--- src/rtl/regfile_scoreboard.sv ---
// Integer register file with two prioritised write ports, write-first read bypass
// and a per-register busy scoreboard used by decode for RAW hazard detection.
module regfile_scoreboard #(
   parameter int XLEN = 32,
   parameter int NREG = 32,
   parameter int AW   = $clog2(NREG),
   parameter int NRP  = 2
) (
   input  logic                clk,
   input  logic                rst_n,
   input  logic [NRP*AW-1:0]   rd_addr,
   input  logic [NRP-1:0]      rd_en,
   output logic [NRP*XLEN-1:0] rd_data,
   output logic [NRP-1:0]      rd_busy,
   output logic                hazard,
   input  logic                wr0_en,
   input  logic [AW-1:0]       wr0_addr,
   input  logic [XLEN-1:0]     wr0_data,
   input  logic                wr1_en,
   input  logic [AW-1:0]       wr1_addr,
   input  logic [XLEN-1:0]     wr1_data,
   input  logic                iss_en,
   input  logic [AW-1:0]       iss_addr,
   output logic [AW:0]         busy_cnt
);

   logic [XLEN-1:0] regs_reg [NREG];
   logic [NREG-1:0] busy_reg;
   logic [NREG-1:0] busy_next;
   logic [AW:0]     busy_cnt_reg;
   logic [AW:0]     busy_cnt_next;

   logic wr0_v, wr1_v, iss_v;
   logic cnt_inc, cnt_dec0, cnt_dec1;

   // Address 0 is hardwired: writes and issue marks to it are dropped here.
   assign wr0_v = wr0_en && (wr0_addr != '0);
   assign wr1_v = wr1_en && (wr1_addr != '0);
   assign iss_v = iss_en && (iss_addr != '0);

   // Port 1 is assigned last so it wins a same-address collision.
   always_ff @(posedge clk or negedge rst_n) begin
      if (!rst_n) begin
         for (int i = 0; i < NREG; i++) regs_reg[i] <= '0;
      end else begin
         if (wr0_v) regs_reg[wr0_addr] <= wr0_data;
         if (wr1_v) regs_reg[wr1_addr] <= wr1_data;
      end
   end

   // A same-cycle issue beats a writeback clear: a new producer is in flight.
   genvar gi;
   generate
      for (gi = 0; gi < NREG; gi++) begin : g_busy
         logic set_hit, clr_hit;
         assign set_hit = iss_v && (iss_addr == AW'(gi));
         assign clr_hit = (wr0_v && (wr0_addr == AW'(gi))) || (wr1_v && (wr1_addr == AW'(gi)));
         assign busy_next[gi] = set_hit | (busy_reg[gi] & ~clr_hit);
      end
   endgenerate

   always_ff @(posedge clk or negedge rst_n) begin
      if (!rst_n) busy_reg <= '0;
      else        busy_reg <= busy_next;
   end

   // Incremental popcount; port 1 does not decrement again when both ports hit one register.
   always_comb begin
      cnt_inc  = iss_v && !busy_reg[iss_addr];
      cnt_dec0 = wr0_v && busy_reg[wr0_addr] && !(iss_v && (iss_addr == wr0_addr));
      cnt_dec1 = wr1_v && busy_reg[wr1_addr] && !(iss_v && (iss_addr == wr1_addr))
                 && !(wr0_v && (wr0_addr == wr1_addr));
      busy_cnt_next = busy_cnt_reg + {{AW{1'b0}}, cnt_inc}
                                   - {{AW{1'b0}}, cnt_dec0}
                                   - {{AW{1'b0}}, cnt_dec1};
   end

   always_ff @(posedge clk or negedge rst_n) begin
      if (!rst_n) busy_cnt_reg <= '0;
      else        busy_cnt_reg <= busy_cnt_next;
   end

   assign busy_cnt = busy_cnt_reg;

   generate
      for (gi = 0; gi < NRP; gi++) begin : g_rd
         logic [AW-1:0]   ra;
         logic            hit0, hit1;
         logic [XLEN-1:0] rdata;

         assign ra   = rd_addr[gi*AW +: AW];
         assign hit0 = wr0_v && (wr0_addr == ra);
         assign hit1 = wr1_v && (wr1_addr == ra);

         // Outputs are forced quiet while reset is held, even with bypass traffic present.
         always_comb begin
            rdata = regs_reg[ra];
            if (hit0) rdata = wr0_data;
            if (hit1) rdata = wr1_data;
            if (!rst_n || (ra == '0)) rdata = '0;
         end

         assign rd_data[gi*XLEN +: XLEN] = rdata;
         assign rd_busy[gi] = rst_n & busy_reg[ra] & ~hit0 & ~hit1;
      end
   endgenerate

   assign hazard = |(rd_en & rd_busy);

endmodule
--- config.mk ---
export PLATFORM = sky130hd
export DESIGN_NAME = regfile_scoreboard
export DESIGN_NICKNAME = d
export VERILOG_FILES = /design/src/rtl/regfile_scoreboard.sv
export SDC_FILE = /design/constraint.sdc
export NUM_CORES = 2
export LEC_CHECK = 0
export ABC_AREA = 0
export CORE_ASPECT_RATIO = 1.25
export CORE_MARGIN = 1.5
export CORE_UTILIZATION = 59
export DETAILED_ROUTE_END_ITERATION = 8
export DONT_BUFFER_PORTS = 1
export GPL_TIMING_DRIVEN = 0
export PLACE_DENSITY = 0.87
export REMOVE_ABC_BUFFERS = 1
export SLEW_MARGIN = 20
export SYNTH_ARGS = -nofsm -noshare
export SYNTH_HDL_FRONTEND = slang
export SYNTH_SLANG_ARGS = --single-unit
--- constraint.sdc ---
create_clock -name clk -period 3.6 [get_ports clk]
set_input_delay 0.9 -clock clk [delete_from_list [all_inputs] [get_ports clk]]
set_output_delay 0.9 -clock clk [all_outputs]
set_load 0.05 [all_outputs]
==> impl_summary.md, run 1 <==
Logic synthesis
Ranked by instance count, the synthesized netlist is headed by dfrtp_1 (1,062), nand2_1 (781), mux2i_1 (707). The most used flip-flop cell after synthesis is dfrtp_1. Counting flops and latches in the post-synthesis netlist gives between 1,000 and 1,500. The proportion of synthesized flip-flops having asynchronous set or reset is 1.000. The number of synthesized flops with an enable pin is 0.

The synthesized netlist contains 60 unique library cells. The mapped netlist covers a little under 70,000 um^2. The number of warnings printed during yosys synthesis is 0. The share of synthesized area in the top cell type comes to 0.3952. The synthesized netlist cell count is roughly 6,200. The sequential fraction of the synthesis area is 0.3952.

The cell type with the highest aggregate area in the netlist is dfrtp_1. The most common cell in the synthesized netlist is dfrtp_1. Averaged over all synthesized cells, the footprint is roughly 11 um^2.

Sorting the synthesized cells by area gives the leading types as dfrtp_1 (40%), mux4_2 (23%), mux2i_1 (11%).

Clock tree
The clock passes through at most 3 buffers. The root buffer selected by CTS is clkbuf_16. TritonCTS created between 100 and 150 clock buffers.

For this design, the sink count on the clock tree is around 1,100. The H-tree was split into 3 levels.

Place
The final weighted congestion in routability-driven placement is between 0.9 and 1. Input and output buffers added on the ports amount to 0. Detailed placement ended at an HPWL of about 150 mm.

Die
The floorplan step set the die height to 380.5 um. The initial standard-cell utilization of the core is 0.5946. The floorplan has roughly 140 rows. During I/O placement, the number of pins put on the boundary was between 150 and 200. The x dimension of the die is slightly above 300 um.

GRT
In the global route stage, overall resource usage came out at 0.5854. The total overflow left after global routing is 1. The maximum number of pins on one net before global-route repair is between 1,000 and 1,500.

Status
The stage where the flow stopped is global routing (5_1_grt). The tool reported: "[ERROR GRT-0232] Routing congestion too high. Check the congestion heatmap in the GUI". The flow did not finish.
-- layer usage --
layer | track usage | overflow
met1 | 0.5633 | 0
met2 | 0.7240 | 0
met3 | 0.5079 | 0
met5 | 0.3409 | 0
met4 | 0.5173 | 1
-- cells by family after synthesis --
kind of cell / Yosys count / synth area share
adder cells (fa/ha/maj): 8 / 0.001712
AO/OA/AOI/OAI: 1398 / 0.1214
buffers and inverters: 850 / 0.05468
multiplexers: 1397 / 0.3348
XOR/XNOR: 39 / 0.005079
AND/OR/NAND/NOR: 1481 / 0.08711
flip-flops: 1062 / 0.3952
-- what timing repair did --
action                     in CTS
gates cloned                    5
resized for setup             227
pin swaps                      53
hold endpoints to repair      331
buffers inserted               26
setup endpoints to repair      68
-- through the flow --
step           setup slack (ns)  setup TNS (ns)  instances  hold slack (ns)  cell area, um^2
4_1_cts                 -0.1405          -3.584       7209         -0.06918            73440
3_5_place_dp             -1.239          -70.31       6993           0.3833            68440
3_3_place_gp             -9.603        -2296.85       6878           0.3763            65500
2_1_floorplan            -3.297         -195.58       5408           0.3653            63660
==> inputs of run 2 (changes only) <==
--- a/config.mk
+++ b/config.mk
@@ -6,13 +6,12 @@
 export NUM_CORES = 2
 export LEC_CHECK = 0
 export ABC_AREA = 0
-export CORE_ASPECT_RATIO = 1.25
 export CORE_MARGIN = 1.5
-export CORE_UTILIZATION = 59
+export CORE_UTILIZATION = 40
 export DETAILED_ROUTE_END_ITERATION = 8
 export DONT_BUFFER_PORTS = 1
 export GPL_TIMING_DRIVEN = 0
-export PLACE_DENSITY = 0.87
+export PLACE_DENSITY_LB_ADDON = 0.15
 export REMOVE_ABC_BUFFERS = 1
 export SLEW_MARGIN = 20
 export SYNTH_ARGS = -nofsm -noshare
==> constraint.sdc (replaced) <==
create_clock -name clk -period 4.7 [get_ports clk]
set_input_delay 1.175 -clock clk [delete_from_list [all_inputs] [get_ports clk]]
set_output_delay 1.175 -clock clk [all_outputs]
set_load 0.05 [all_outputs]
==> impl_summary.md, run 2 <==
Status
The flow ran to the end, but the final reports show violations. The checks that failed: negative setup slack.

Power and ir drop
The analysis attributes to cell leakage a power of between 0.03 and 0.04 uW. Power spread over the standard cell area amounts to around 420 nW/um^2. The maximum vdd ir drop is roughly 420 uV.

Die
roughly 170 I/O pins were placed. The die covers approximately 170,000 um^2. For this configuration, the core starts out at a cell density of 0.4026. The region available for standard cell placement spans 167,000 um^2.

The number of placement rows is 150. The x dimension of the die is 413.0 um. The die is approximately 410 um tall.

Layout
The non-filler instance count after layout is about 8,000. The number of flip-flops in the largest register is a little over 1,000. The most common library cell in the layout ignoring fill and taps is dfrtp_1. The count of nets after finishing is about 5,800.

Of the cells placed in the final design, the portion with a size suffix greater than 1 is 0.2115. After routing the design area is roughly 75,000 um^2. In the layout the commonest cells are dfrtp_1 (1,062), nand2_1 (743), mux2i_1 (705), mux4_2 (681), nor2_1 (560). From synthesis to final layout, the design area changed by 11.78%.

Critical path
The nature of the critical path startpoint is an input pin. The most used cell along the critical path is mux4_2. STA classifies the critical path endpoint as an output pin. For the worst setup path, the data arrival time is ~3.9 ns. The type of the setup path with the least slack is input pin to output pin. The slowest library cell on the worst path is mux4_2. The worst-path maximum fanout is ~260. STA puts the critical path data required time at between 3 and 4 ns. Across all register-to-register paths, the minimum setup slack is about 1.1 ns. Counting cells, the worst reg-to-reg path comes to 14. Traced cell by cell, the critical path runs through mux4_2 -> mux4_2 -> mux2i_1 -> o21ai_4. In this design, the stage delay of the slowest critical-path cell is roughly 0.87 ns.

GRT
The first global-routing pass estimated around 390 mm of wire. The initial antenna violation count is 5. The total congestion overflow after global routing is 0. The maximum number of pins on one net before global-route repair is between 200 and 300. The number of global-route vias before repair was between 50,000 and 60,000. The total track usage is 0.3255.

Timing
The setup-violating endpoint count in the final report is 33. The worst setup slack after layout is -0.3524 ns. In the finished design, the share of the clock period the worst path needs comes to 1.075. The final worst clock skew is a little over 0.009 ns. The final-layout worst hold slack is 0.3350 ns.

The worst pin sits at a relative slew slack of 0.1612. The max-slew violation count is 0. The worst path in the final design needs a cycle of 5.052 ns, including I/O delays and setup. The final sum of negative setup slack is -3.636 ns. Setup repair after global routing could not meet its margin everywhere. The highest achievable clock rate is about 200 MHz. The final number of hold-violating endpoints came to 0. The pin slew with the least headroom to its limit is between 1 and 1.5 ns.

Route
The pre-antenna-repair detailed-routing pass consisted of 7 iterations. The count of nets left with antenna violations once routing finished came out at 0. In the routed layout, each cell is associated on average with a via count of roughly 6.7. The post-detailed-route wirelength per cell is roughly 35 um.

In the routed design, unresolved DRC markers number 0. The detailed router placed 53,390 vias in this run. The detailed router finished its first iteration with 7,765 violations.

The final routed wirelength across all metal layers is approximately 280 mm.

Flow run
Max-cap violations in this run came to 0.

Place
Detailed placement ended at an HPWL of roughly 160 mm. Input and output buffers added on the ports amount to 0. The final weighted congestion in routability-driven placement is approximately 0.83. The total placed cells including tap cells is ~7,800.

After detailed placement, the total cell area comes to ~70,000 um^2.

Logic synthesis
The number of synthesized flops with an enable pin is 0. The synthesized netlist cell count is 6,235. By area the synthesized netlist is led by dfrtp_1 (40%), mux4_2 (23%), mux2i_1 (11%). The post-synthesis instance area is about 67,000 um^2.

The most common cell in the synthesized netlist is dfrtp_1. The number of flip-flops and latches in the synthesized netlist is between 1,000 and 1,500. The sequential fraction of the synthesis area is 0.3952.

Dividing the synthesized area by the synthesized cell count gives 10.79 um^2. The most used flip-flop cell after synthesis is dfrtp_1. The fraction of synthesized cell area taken by the top area cell type is 0.3952. The proportion of synthesized flip-flops having asynchronous set or reset is 1.000.

The distinct cell type count of the synthesized netlist is 60. Ranked by instance count, the synthesized netlist is headed by dfrtp_1 (1,062), nand2_1 (781), mux2i_1 (707). The largest total area in the synthesized netlist belongs to dfrtp_1. During synthesis, Yosys emitted a total of 0 warnings.

Clock tree
Counting the buffers created by CTS gives approximately 130. The number of clock sinks seen by CTS is around 1,100. The number of levels the H-tree was split into is 4.

The CTS tree is built. Clock-pin slew was measured on the worst setup and hold paths at roughly 0.060 ns. In this run the clock root is driven by a clkbuf_16. Counting along the longest clock path gives a buffer depth of 3.

The insertion delay to the later sink of the worst-skew pair is between 0.7 and 0.8 ns.

Min path
The tightest min-delay check is of the input pin to async pin type.
-- run 2: cell counts after synthesis --
Identical to the previous run, type by type.
-- run 2: layout make-up --
cell class,count,area [um^2]
tap,2204,2758
inverter,23,86.33
sequential,1062,26580
multi-input combinational,4325,38210
clock inverter,28,326.6
timing repair buffer,161,3267
antenna,2,5.005
clock buffer,199,3934
fill,15190,91870
-- run 2: worst paths after layout --
| kind | endpoint | startpoint |
|---|---|---|
| max in group asynchronous | regs_reg[294] | rst_n |
| hold / removal | busy_reg[17] | rst_n |
| setup / recovery | rd_data[24] | rd_addr[0] |
| setup reg to reg | busy_cnt[5] | busy_reg[18] |
| hold reg to reg | regs_reg[994] | regs_reg[994] |
| min in group clk | regs_reg[994] | regs_reg[994] |
-- run 2: report_power, final --
part / switching [uW] / internal (uW) / total, uW
logic: 3220 / 4510 / 7740
clock network: 4240 / 6130 / 10400
registers: 1910 / 11500 / 13400
total: 9370 / 22100 / 31500
-- run 2: critical path, delay by kind of cell --
family         cells  cell delay (ns)
multiplexers       3             1.90
AO/OA/AOI/OAI      1             0.24
-- run 2: per-stage QoR --
step           setup WS, ns    util  power [uW]
2_1_floorplan        -2.472       -       18960
3_3_place_gp         -11.64  0.3976       20380
3_5_place_dp        -0.8354  0.4201       20990
4_1_cts             0.01113  0.4493       31520
5_1_grt           -0.008605  0.4500       32860
6_report            -0.3524  0.4500       31510
-- run 2: kinds of logic (layout without fill, tap and decap cells) --
group | after synthesis | after routing | synth area share
and+or+nand+nor | 1481 | 1481 | 0.08711
AOI/OAI and AO/OA | 1398 | 1400 | 0.1214
muxes | 1397 | 1397 | 0.3348
DFF | 1062 | 1062 | 0.3952
buffers and inverters | 850 | 411 | 0.05468
xor gates and xnor gates | 39 | 39 | 0.005079
adders and majority gates | 8 | 8 | 0.001712
other | 0 | 2 | 0
-- run 2: what timing repair did --
action,CTS,global route
hold buffers,0,0
setup endpoints to repair,65,27
resized for setup,99,13
setup buffers,7,1
gates cloned,3,0
pin swaps,5,3
-- run 2: layer usage --
| metal | share of wire | track usage | vias to the layer above | wire length, um |
|---|---|---|---|---|
| met3 | 0.11 | 0.08640 | 704 | 32090 |
| met5 | 0 | 0 | - | 0 |
| li1 | - | - | 21890 | - |
| met4 | 0.049 | 0.1415 | 0 | 13600 |
| met2 | 0.43 | 0.4726 | 3373 | 120300 |
| met1 | 0.41 | 0.4569 | 27420 | 113200 |
Power figures use the tool's default switching activity.
